**src/rtl/branch_pkg.sv**
```systemverilog
// rtl/branch_pkg.sv - shared encodings for the branch program-counter block
//
// Purpose: branch_mode encodings and the fixed instruction size, shared by
// branch_pc and its testbench.
// Ports: none (package).

package branch_pkg;

    // Bytes per instruction; the sequential step and the link value use it.
    localparam int INSTR_BYTES = 4;

    typedef enum logic [2:0] {
        MODE_SEQ   = 3'd0,
        MODE_B     = 3'd1,
        MODE_CBZ   = 3'd2,
        MODE_CBNZ  = 3'd3,
        MODE_BCOND = 3'd4,
        MODE_BL    = 3'd5,
        MODE_BR    = 3'd6,
        MODE_RET   = 3'd7
    } branch_mode_e;

endpackage

```
**src/rtl/ras_stack.sv**
```systemverilog
// rtl/ras_stack.sv - circular LIFO return-address stack
//
// Purpose: return-address stack. A push when full overwrites the oldest
// entry, so the most recent DEPTH return addresses are always kept.
// Ports:
//   clock, reset   - rising-edge clock, synchronous active-high reset
//   push, pop      - one operation per cycle; push wins if both are set
//   push_data      - value written on push
//   pop_data       - current top of stack (valid when !empty)
//   full, empty    - occupancy flags
//   count          - number of valid entries, saturating at DEPTH

module ras_stack #(
    parameter int WIDTH = 32,
    parameter int DEPTH = 4,
    localparam int PTR_W = $clog2(DEPTH),
    localparam int CNT_W = PTR_W + 1
) (
    input  logic             clock,
    input  logic             reset,
    input  logic             push,
    input  logic             pop,
    input  logic [WIDTH-1:0] push_data,
    output logic [WIDTH-1:0] pop_data,
    output logic             full,
    output logic             empty,
    output logic [CNT_W-1:0] count
);

    logic [WIDTH-1:0] r_mem [DEPTH];
    logic [PTR_W-1:0] r_wr_ptr;
    logic [CNT_W-1:0] r_count;
    logic [PTR_W-1:0] w_top_ptr;

    // r_wr_ptr is the next free slot; the top entry sits just below it.
    // DEPTH is a power of two, so pointer arithmetic wraps naturally.
    assign w_top_ptr = r_wr_ptr - PTR_W'(1);
    assign pop_data  = r_mem[w_top_ptr];
    assign full      = (r_count == CNT_W'(DEPTH));
    assign empty     = (r_count == '0);
    assign count     = r_count;

    // Entry contents need no reset; only the pointer and count define validity.
    always_ff @(posedge clock) begin
        if (!reset && push) begin
            r_mem[r_wr_ptr] <= push_data;
        end
    end

    always_ff @(posedge clock) begin
        if (reset) begin
            r_wr_ptr <= '0;
            r_count  <= '0;
        end else if (push) begin
            // When full, r_wr_ptr already points at the oldest entry, which
            // this push overwrites; the count stays saturated.
            r_wr_ptr <= r_wr_ptr + PTR_W'(1);
            if (!full) begin
                r_count <= r_count + CNT_W'(1);
            end
        end else if (pop && !empty) begin
            r_wr_ptr <= w_top_ptr;
            r_count  <= r_count - CNT_W'(1);
        end
    end

endmodule

```
**src/rtl/branch_pc.sv**
```systemverilog
// rtl/branch_pc.sv - fetch-address generator with branches and return stack
//
// Purpose: computes the next fetch address each cycle from branch_mode,
// flags, a signed word offset and a register target, with a return-address
// stack for BL/RET. All outputs are registered.
// Ports:
//   clock, reset      - rising-edge clock, synchronous active-high reset
//   stall             - hold all state this cycle (reset has priority)
//   branch_mode       - SEQ/B/CBZ/CBNZ/BCOND/BL/BR/RET
//   zero_flag         - tested by CBZ/CBNZ
//   cond_true         - tested by BCOND
//   offset            - signed word offset
//   reg_target        - target for BR and for RET on an empty stack
//   read_address      - current fetch address
//   scaled_offset     - offset << OFFSET_SHIFT, sign-extended
//   link_address      - return address written by the last BL
//   taken             - last update left the sequential path
//   ras_count         - valid return-stack entries
//   ras_overflow      - sticky, a BL overwrote a stack entry
//   ras_underflow     - one-cycle pulse, RET with empty stack

module branch_pc
    import branch_pkg::*;
#(
    parameter int                    ADDR_WIDTH   = 32,
    parameter logic [ADDR_WIDTH-1:0] RESET_VECTOR = '0,
    parameter int                    OFFSET_SHIFT = 2,
    parameter int                    RAS_DEPTH    = 4
) (
    input  logic                         clock,
    input  logic                         reset,
    input  logic                         stall,
    input  logic [2:0]                   branch_mode,
    input  logic                         zero_flag,
    input  logic                         cond_true,
    input  logic [31:0]                  offset,
    input  logic [ADDR_WIDTH-1:0]        reg_target,
    output logic [ADDR_WIDTH-1:0]        read_address,
    output logic [ADDR_WIDTH-1:0]        scaled_offset,
    output logic [ADDR_WIDTH-1:0]        link_address,
    output logic                         taken,
    output logic [$clog2(RAS_DEPTH):0]   ras_count,
    output logic                         ras_overflow,
    output logic                         ras_underflow
);

    logic [ADDR_WIDTH-1:0] r_read_address;
    logic [ADDR_WIDTH-1:0] r_scaled_offset;
    logic [ADDR_WIDTH-1:0] r_link_address;
    logic                  r_taken;
    logic                  r_ras_overflow;
    logic                  r_ras_underflow;

    branch_mode_e          w_mode;
    logic [ADDR_WIDTH-1:0] w_off_ext;
    logic [ADDR_WIDTH-1:0] w_scaled;
    logic [ADDR_WIDTH-1:0] w_seq;
    logic [ADDR_WIDTH-1:0] w_tgt;
    logic [ADDR_WIDTH-1:0] w_next;
    logic                  w_push;
    logic                  w_pop;
    logic                  w_underflow;
    logic                  w_stack_push;
    logic                  w_stack_pop;
    logic [ADDR_WIDTH-1:0] w_pop_data;
    logic                  w_full;
    logic                  w_empty;

    assign w_mode    = branch_mode_e'(branch_mode);
    // Sized cast of a signed value sign-extends (or truncates) to the address width.
    assign w_off_ext = ADDR_WIDTH'($signed(offset));
    assign w_scaled  = w_off_ext << OFFSET_SHIFT;
    assign w_seq     = r_read_address + ADDR_WIDTH'(INSTR_BYTES);
    assign w_tgt     = r_read_address + w_scaled;

    always_comb begin
        w_next      = w_seq;
        w_push      = 1'b0;
        w_pop       = 1'b0;
        w_underflow = 1'b0;
        case (w_mode)
            MODE_SEQ:   w_next = w_seq;
            MODE_B:     w_next = w_tgt;
            MODE_CBZ:   w_next = zero_flag ? w_tgt : w_seq;
            MODE_CBNZ:  w_next = zero_flag ? w_seq : w_tgt;
            MODE_BCOND: w_next = cond_true ? w_tgt : w_seq;
            MODE_BL: begin
                w_next = w_tgt;
                w_push = 1'b1;
            end
            MODE_BR:    w_next = reg_target;
            MODE_RET: begin
                if (w_empty) begin
                    w_next      = reg_target;
                    w_underflow = 1'b1;
                end else begin
                    w_next = w_pop_data;
                    w_pop  = 1'b1;
                end
            end
            default:    w_next = w_seq;
        endcase
    end

    // Stack operations are dropped while stalled or in reset.
    assign w_stack_push = w_push && !stall && !reset;
    assign w_stack_pop  = w_pop && !stall && !reset;

    ras_stack #(
        .WIDTH (ADDR_WIDTH),
        .DEPTH (RAS_DEPTH)
    ) u_ras_stack (
        .clock     (clock),
        .reset     (reset),
        .push      (w_stack_push),
        .pop       (w_stack_pop),
        .push_data (w_seq),
        .pop_data  (w_pop_data),
        .full      (w_full),
        .empty     (w_empty),
        .count     (ras_count)
    );

    always_ff @(posedge clock) begin
        if (reset) begin
            r_read_address  <= RESET_VECTOR;
            r_scaled_offset <= '0;
            r_link_address  <= '0;
            r_taken         <= 1'b0;
            r_ras_overflow  <= 1'b0;
            r_ras_underflow <= 1'b0;
        end else if (stall) begin
            // Everything holds; the underflow pulse must not repeat.
            r_ras_underflow <= 1'b0;
        end else begin
            r_read_address  <= w_next;
            r_scaled_offset <= w_scaled;
            // A branch whose target equals the sequential address is not "taken".
            r_taken         <= (w_next != w_seq);
            r_ras_underflow <= w_underflow;
            if (w_push) begin
                r_link_address <= w_seq;
                if (w_full) begin
                    r_ras_overflow <= 1'b1;
                end
            end
        end
    end

    assign read_address  = r_read_address;
    assign scaled_offset = r_scaled_offset;
    assign link_address  = r_link_address;
    assign taken         = r_taken;
    assign ras_overflow  = r_ras_overflow;
    assign ras_underflow = r_ras_underflow;

endmodule

```
**config.mk**
```make
export PLATFORM = sky130hd
export DESIGN_NAME = branch_pc
export DESIGN_NICKNAME = d
export VERILOG_FILES = /design/src/rtl/branch_pkg.sv /design/src/rtl/ras_stack.sv /design/src/rtl/branch_pc.sv
export SDC_FILE = /design/constraint.sdc
export NUM_CORES = 1
export LEC_CHECK = 0
export BUFFER_PORTS_ARGS = -buffer_cell sky130_fd_sc_hd__buf_4
export CORE_MARGIN = 8
export CORE_UTILIZATION = 55
export CTS_BUF_LIST = sky130_fd_sc_hd__clkbuf_16
export DETAILED_ROUTE_END_ITERATION = 10
export PLACE_DENSITY = 0.77
export SYNTH_ARGS = -nofsm -noshare
export SYNTH_HDL_FRONTEND = slang
export SYNTH_SLANG_ARGS = --single-unit
```
**constraint.sdc**
```tcl
create_clock -name clock -period 7.05 [get_ports clock]
set_clock_uncertainty 0.2 [all_clocks]
set_input_delay 0.3525 -clock clock [delete_from_list [all_inputs] [get_ports clock]]
set_output_delay 0.3525 -clock clock [all_outputs]
set_load 0.01 [all_outputs]
```
; ---- Word-level counts from Yosys, hierarchy flattened
; Memories as Yosys holds them, arrays and structs flattened.
; Index checks and enable logic that the tools add are counted.
[totals]
register_bits = 102
latch_bits = 0
mem_bits_rw = 128
rom_bits = 0
in_bits = 72
out_inout_bits = 102
wordCells = 60
mem_count = 1
[classes]
addsub = 6
multipliers = 0
div_mod_pow = 0
magnitude_cmp = 0
n_eq_ne = 10
n_shift = 0
muxes = 16
bitwise_logic = 2
reduce_logical = 17
[mem_list]
columns = memory, depth, word_bits, rd, rd_clocked_by_memory_dff, wr, line_no
row1 = u_ras_stack.r_mem, 4, 32, 1, 0, 1, ras_stack.sv:30  ; logic [WIDTH-1:0] r_mem [DEPTH];
[op_table]
columns = cell, n
row1 = $pmux W32 S7, 1
row2 = $mux W32, 4
row3 = $add A32 B3 Y32 const B, 1
row4 = $add A32 B32 Y32, 1
row5 = $ne A32 B32 Y1, 1
row6 = $eq A3 B3 Y1 const B, 5
row7 = $mux W3, 3
row8 = $eq A3 B2 Y1 const B, 2
row9 = $logic_and A1 B1 Y1, 6
row10 = $logic_not A3 Y1, 2
row11 = $mux W1, 6
row12 = $mux W2, 2
row13 = $reduce_and A2 Y1, 2
row14 = $add A3 B1 Y3 const B, 1
row15 = $eq A3 B1 Y1 const B, 1
row16 = $logic_not A1 Y1, 3
row17 = $reduce_and A3 Y1, 1
row18 = $reduce_or A3 Y1, 1
row19 = $sub A3 B1 Y3 const B, 1
row20 = $add A2 B1 Y2 const B, 1
row21 = $ne A2 B2 Y1 const B, 1
row22 = $not A1 Y1, 2
row23 = $reduce_bool A2 Y1, 1
row24 = $reduce_or A2 Y1, 1
row25 = $sub A2 B1 Y2 const B, 1

; ---- Longest topological paths before layout
[depth]
ltp_word = 8
depth_mapped = 18

; ---- Hierarchy
; A second synthesis with hierarchy kept.
[hier_totals]
hier_cells = 1239
area_unflattened_um2 = 12478.2
[modules_own_cells]
columns = module, instances, cells_each, area_per_inst_um2, seq_area_each_um2
row1 = branch_pc, 1, 1023, 7474.7, 1941.9
row2 = ras_stack, 1, 216, 5003.5, 3943.8

; ---- Worst setup path before layout
; OpenSTA, ideal clock, no wires.
[synth_timing]
path_kind = register -> register
startpoint = register u_ras_stack.r_wr_ptr[0]
endpoint = register r_taken (netlist: taken)
t_arrival_ns = 4.317
setup_slack_ns = 2.404
stages_incl_launch_ff = 18
synth_period_minus_slack_ns = 4.646
cell_sequence = dfxtp_1 -> clkbuf_1 -> buf_2 -> buf_2 -> inv_1 -> ha_1 -> clkbuf_1 -> clkbuf_1 -> clkbuf_1 -> mux4_2 -> nand2_1 -> nand3_1 -> a32oi_1 -> o211ai_1 -> a2111oi_2 -> nand4_1 -> a2111oi_2 -> a31oi_1
[synth_via]
elab_chain_len = 5
[synth_lines]
columns = item, line_no
row1 = "start, declared", ras_stack.sv:31  ; logic [PTR_W-1:0] r_wr_ptr;
row2 = "start signal, assigned", ras_stack.sv:57  ; r_wr_ptr <= r_wr_ptr + PTR_W'(1);
row3 = "start signal, assigned", ras_stack.sv:62  ; r_wr_ptr <= w_top_ptr;
row4 = $sub A2 B1 Y2, ras_stack.sv:37  ; assign w_top_ptr = r_wr_ptr - PTR_W'(1);
row5 = $mem_v2 Z4 W32, n/a
row6 = $mux W32, branch_pc.sv:93  ; if (w_empty) begin
row7 = $pmux W32 S7, branch_pc.sv:81  ; case (w_mode)
row8 = $ne A32 B32 Y1, branch_pc.sv:139  ; r_taken <= (w_next != w_seq);
row9 = "end signal, assigned", branch_pc.sv:139
row10 = "end, declared", branch_pc.sv:50  ; logic r_taken;
; No other way between the ends.
; A chain may end at the register's enable or synchronous reset.

; ---- Worst setup path in the final report
[layout_timing]
startpoint = register r_read_address[2] (netlist: read_address[2])
endpoint = register r_taken (netlist: taken)
[layout_via]
elab_chain_len = 4
[layout_lines]
columns = item, line_no
row1 = "start, declared", branch_pc.sv:47  ; logic [ADDR_WIDTH-1:0] r_read_address;
row2 = "start signal, assigned", branch_pc.sv:136  ; r_read_address <= w_next;
row3 = $add A32 B3 Y32 *, branch_pc.sv:73  ; assign w_seq = r_read_address + ADDR_WIDTH'(INSTR_BYTES);
row4 = named net u_ras_stack.push_data[26], ras_stack.sv:23  ; input logic [WIDTH-1:0] push_data,
row5 = $mux W32 (on tied branches), "branch_pc.sv:86, branch_pc.sv:84, branch_pc.sv:85"
row6 = $pmux W32 S7, branch_pc.sv:81
row7 = $ne A32 B32 Y1 *, branch_pc.sv:139
; The timed path passes the listed nets; every way through them passes the cells marked *.

==> impl_metrics.tcl <==
set metrics [dict create \
    outcome "completed" \
    routabilityCongestion 1.00 \
    start_util_pct 56.2 \
    std_cell_rows 56 \
    dp_cells 1795 \
    synth_cells 1382 \
    cts_buffers 25 \
    drt-vias-per-instance 6.42 \
    dieWidth_um 171 \
    timing_worst_slew_pin_value_ns 1.26 \
    synth-seq-area-share_pct 44.5 \
    power_frac_seq_pct 40.9 \
    hold_path_startpoint "reset" \
    crit_path_max_fanout 9 \
    ys.flop_type "sky130_fd_sc_hd__edfxtp_1" \
    hpwlAfterDp_mm 33.4 \
    vias_in_the_first_global_route 11700 \
    grt_pass1_wl_mm 69.7 \
    hp-class "input port to flip-flop" \
    holdPathEnd "u_ras_stack.r_wr_ptr[1]" \
    r2r-end "taken" \
    route.final.wire_length_mm 46.2 \
    instances_no_fill 1872 \
    min_period_ns 4.73 \
    setup-violations-final 0 \
    worst_ep_arrival_time_ns 4.95 \
    clock_tree_from_tritoncts "yes" \
    final_hold_viol_count 0 \
    cts_root_buffer "sky130_fd_sc_hd__clkbuf_16" \
    cts.clk_slew.worst_paths_ns 0.07 \
    antenna_left 0 \
    power.switching_fraction_pct 29.3 \
    leakage_component_of_the_power_uw 0.00617 \
    antenna_cells 0 \
    layout_commonest_cell "sky130_fd_sc_hd__buf_4" \
    power.switching_uw 1090 \
    synth.distinct_cells 82 \
    timing.critical_path.required_ns 7.27 \
    critPathKind "flip-flop to flip-flop" \
    mappedNetlistArea_mm2 0.0132 \
    timing.hold.worst_path_depth 2 \
    pwr_density_cell_mw_per_mm2 233 \
    timing.reg2reg.setup_slack_ns 2.32 \
    timing.final.crit_share_pct 67.1 \
    drtIter0Drc 1269 \
    drc 0 \
    overflow 0 \
    clockBufferDepth 3 \
    worst_reg2reg_path_length_in_cells 12 \
    die_area_mm2 0.0293 \
    final.hold.worst_slack_ns 0.0707 \
    critical_path.startpoint "read_address[2]" \
    area_grow_syn2layout_pct 20.2 \
    grt_start_max_net_pins 63 \
    crit_chain "ha_1 -> nand4_1 -> or4_1 -> or3_1 -> and2_1 -> inv_2 -> nor4_1 -> nor3b_1 -> o2111a_1 -> nand3_1 -> a2111oi_2 -> a31oi_1" \
    slew_viol_final 0 \
    slowest_delay_ns 0.73 \
    part_of_the_power_in_combinational_logic_pct 21.2 \
    tns_ns 0 \
    post_cts_resized 0 \
    antenna_found_initial 0 \
    final_layout_size_suffix_gt1_share_pct 18.7 \
    r2r-start "read_address[2]" \
    groute.usage.overall_pct 31.3 \
    cellInternalPower_uw 2620 \
    timing.critical_path.slowest_stage_cell "sky130_fd_sc_hd__or4_1" \
    tritoncts_num_sinks 230 \
    synth_warnings 0 \
    fp.dieH_um 171 \
    vdd_ir_drop_max_mv 0.187 \
    layout.cells.most_common_list "192 x sky130_fd_sc_hd__buf_4, 173 x sky130_fd_sc_hd__nor2_1, 128 x sky130_fd_sc_hd__edfxtp_1" \
    ctsHtreeMaxLevel 1 \
    drt-pass1-iter-count 6 \
    power.share.clock_pct 37.9 \
    detailroute.via_count 12000 \
    insertion_delay_ns 0.54 \
    synth-seq-cells 230 \
    routed_wire_length_per_instance_um 24.7 \
    design.core.area_mm2 0.0235 \
    synth_enable_flop_cells 128 \
    startpoint_type "flip-flop" \
    floorplan.io_pins 174 \
    endpoint_kind "flip-flop" \
    design.final.nets 1642 \
    fmax_mhz 211 \
    grt_setup_unrepaired "false" \
    postSynth.asyncResetShare_pct 0 \
    max_cap_viol_count 0 \
    synthesis.area_per_instance_um2 9.58 \
    port_buffers 169 \
    slew_headroom_pct 15.6 \
]
## metal layers
layer,GRT usage (%),part of all wire (%)
met2,49.9,46
met4,14.6,4.9
met3,7.26,11
met5,0,0
met1,39.8,38
## area by class of cell
class                           instances  area, µm²
Timing Repair Buffer                  223       1750
Sequential cell                       230       5890
Clock buffer                           25        626
Inverter                               37        139
Tap cell                              319        399
Fill cell                            1851       7630
Multi-Input combinational cell       1017       6860
Clock inverter                         21        254
## power by group through the flow
stage / combinational, µW / sequential, µW / clock, µW
after floorplan: 463 / 1540 / 0
after global placement: 741 / 1540 / 0
after detailed placement: 747 / 1540 / 0
after CTS: 766 / 1510 / 1420
after global routing: 840 / 1520 / 1470
final: 786 / 1520 / 1400
## worst max-delay path, delay by kind of cell, from the launching register on
kind	cells	cell delay, ns
and+or+nand+nor	7	2.47
adders and majority gates	1	0.37
buffers and inverters	1	0.21
AOI/OAI and AO/OA	3	0.85
DFF	1	0.52
## cells by family (layout without fill, tap and decap cells)
family	after synthesis	count (layout)	share of synthesized area [%]
other cells	1	2	0.0283
fa+ha+maj	36	36	3.52
mux	85	85	9.47
flops	230	230	44.5
simple gates	517	517	18.9
xor+xnor	43	43	2.90
compound gates	334	334	16.7
buf+inv	136	306	4.08
## state kept, by name, indices dropped and copies added (netlist names)
| name | cells |
|---|---|
| taken | 1 |
| link_address | 32 |
| ras_underflow | 1 |
| u_ras_stack.r_mem | 128 |
| u_ras_stack.r_wr_ptr | 2 |
| read_address | 32 |
| ras_overflow | 1 |
| scaled_offset | 30 |
| u_ras_stack.count | 3 |
## timing repair
action,in CTS,in global routing
buffers inserted,0,0
hold endpoints to repair,31,0
hold buffers,31,0
## metrics by stage
stage	worst slack, ns	cell area (µm²)	utilization, %	power (µW)
2_1_floorplan	2.40	13200	-	2000
3_3_place_gp	2.38	14700	62.5	2280
3_5_place_dp	2.36	14700	62.5	2290
4_1_cts	2.34	15900	67.6	3700
5_1_grt	2.18	15900	67.6	3830
6_report	2.32	15900	67.6	3710
## Yosys cell counts, types with 4 or more instances
| master | instances | area [µm²] |
|---|---|---|
| sky130_fd_sc_hd__o211ai_1 | 21 | 158 |
| sky130_fd_sc_hd__edfxtp_1 | 128 | 3840 |
| sky130_fd_sc_hd__nor4b_1 | 4 | 35.0 |
| sky130_fd_sc_hd__clkbuf_1 | 81 | 304 |
| sky130_fd_sc_hd__a211o_1 | 6 | 52.6 |
| sky130_fd_sc_hd__a211oi_1 | 35 | 263 |
| sky130_fd_sc_hd__a2111oi_0 | 5 | 43.8 |
| sky130_fd_sc_hd__nand2_1 | 119 | 447 |
| sky130_fd_sc_hd__nor3_1 | 48 | 240 |
| sky130_fd_sc_hd__nand3_1 | 45 | 225 |
| sky130_fd_sc_hd__a31oi_1 | 18 | 113 |
| sky130_fd_sc_hd__nor2b_1 | 5 | 31.3 |
| sky130_fd_sc_hd__nor3b_1 | 8 | 60.1 |
| sky130_fd_sc_hd__o31ai_1 | 6 | 45.0 |
| sky130_fd_sc_hd__a21o_1 | 19 | 143 |
| sky130_fd_sc_hd__xnor2_1 | 26 | 228 |
| sky130_fd_sc_hd__a221oi_1 | 10 | 87.6 |
| sky130_fd_sc_hd__mux2i_1 | 51 | 510 |
| sky130_fd_sc_hd__o22ai_1 | 4 | 25.0 |
| sky130_fd_sc_hd__buf_4 | 4 | 30.0 |
| sky130_fd_sc_hd__o31a_1 | 4 | 35.0 |
| sky130_fd_sc_hd__nor4_1 | 10 | 62.6 |
| sky130_fd_sc_hd__mux4_2 | 32 | 721 |
| sky130_fd_sc_hd__and2_1 | 13 | 81.3 |
| sky130_fd_sc_hd__inv_1 | 36 | 135 |
| sky130_fd_sc_hd__o21ai_0 | 48 | 240 |
| sky130_fd_sc_hd__a21oi_1 | 106 | 531 |
| sky130_fd_sc_hd__o21a_1 | 5 | 37.5 |
| sky130_fd_sc_hd__nand3b_1 | 5 | 37.5 |
| sky130_fd_sc_hd__nor2_1 | 174 | 653 |
| sky130_fd_sc_hd__or2_2 | 4 | 25.0 |
| sky130_fd_sc_hd__dfxtp_1 | 102 | 2040 |
| sky130_fd_sc_hd__ha_1 | 34 | 425 |
| sky130_fd_sc_hd__nand2b_1 | 6 | 37.5 |
| sky130_fd_sc_hd__or3_1 | 13 | 81.3 |
| sky130_fd_sc_hd__and3_1 | 14 | 87.6 |
| sky130_fd_sc_hd__buf_2 | 6 | 30.0 |
| sky130_fd_sc_hd__buf_1 | 7 | 26.3 |
| sky130_fd_sc_hd__nand4_1 | 24 | 150 |
| sky130_fd_sc_hd__xor2_1 | 16 | 140 |
| sky130_fd_sc_hd__and4_1 | 10 | 87.6 |
## worst max-delay path by stage
stage	slack [ns]	end	cells past startpoint
2_1_floorplan	2.40	taken	17
3_3_place_gp	2.38	taken	12
3_5_place_dp	2.36	taken	12
4_1_cts	2.34	taken	12
5_1_grt	2.18	taken	12
6_report	2.32	taken	12
(Power assumes the default switching activity.)
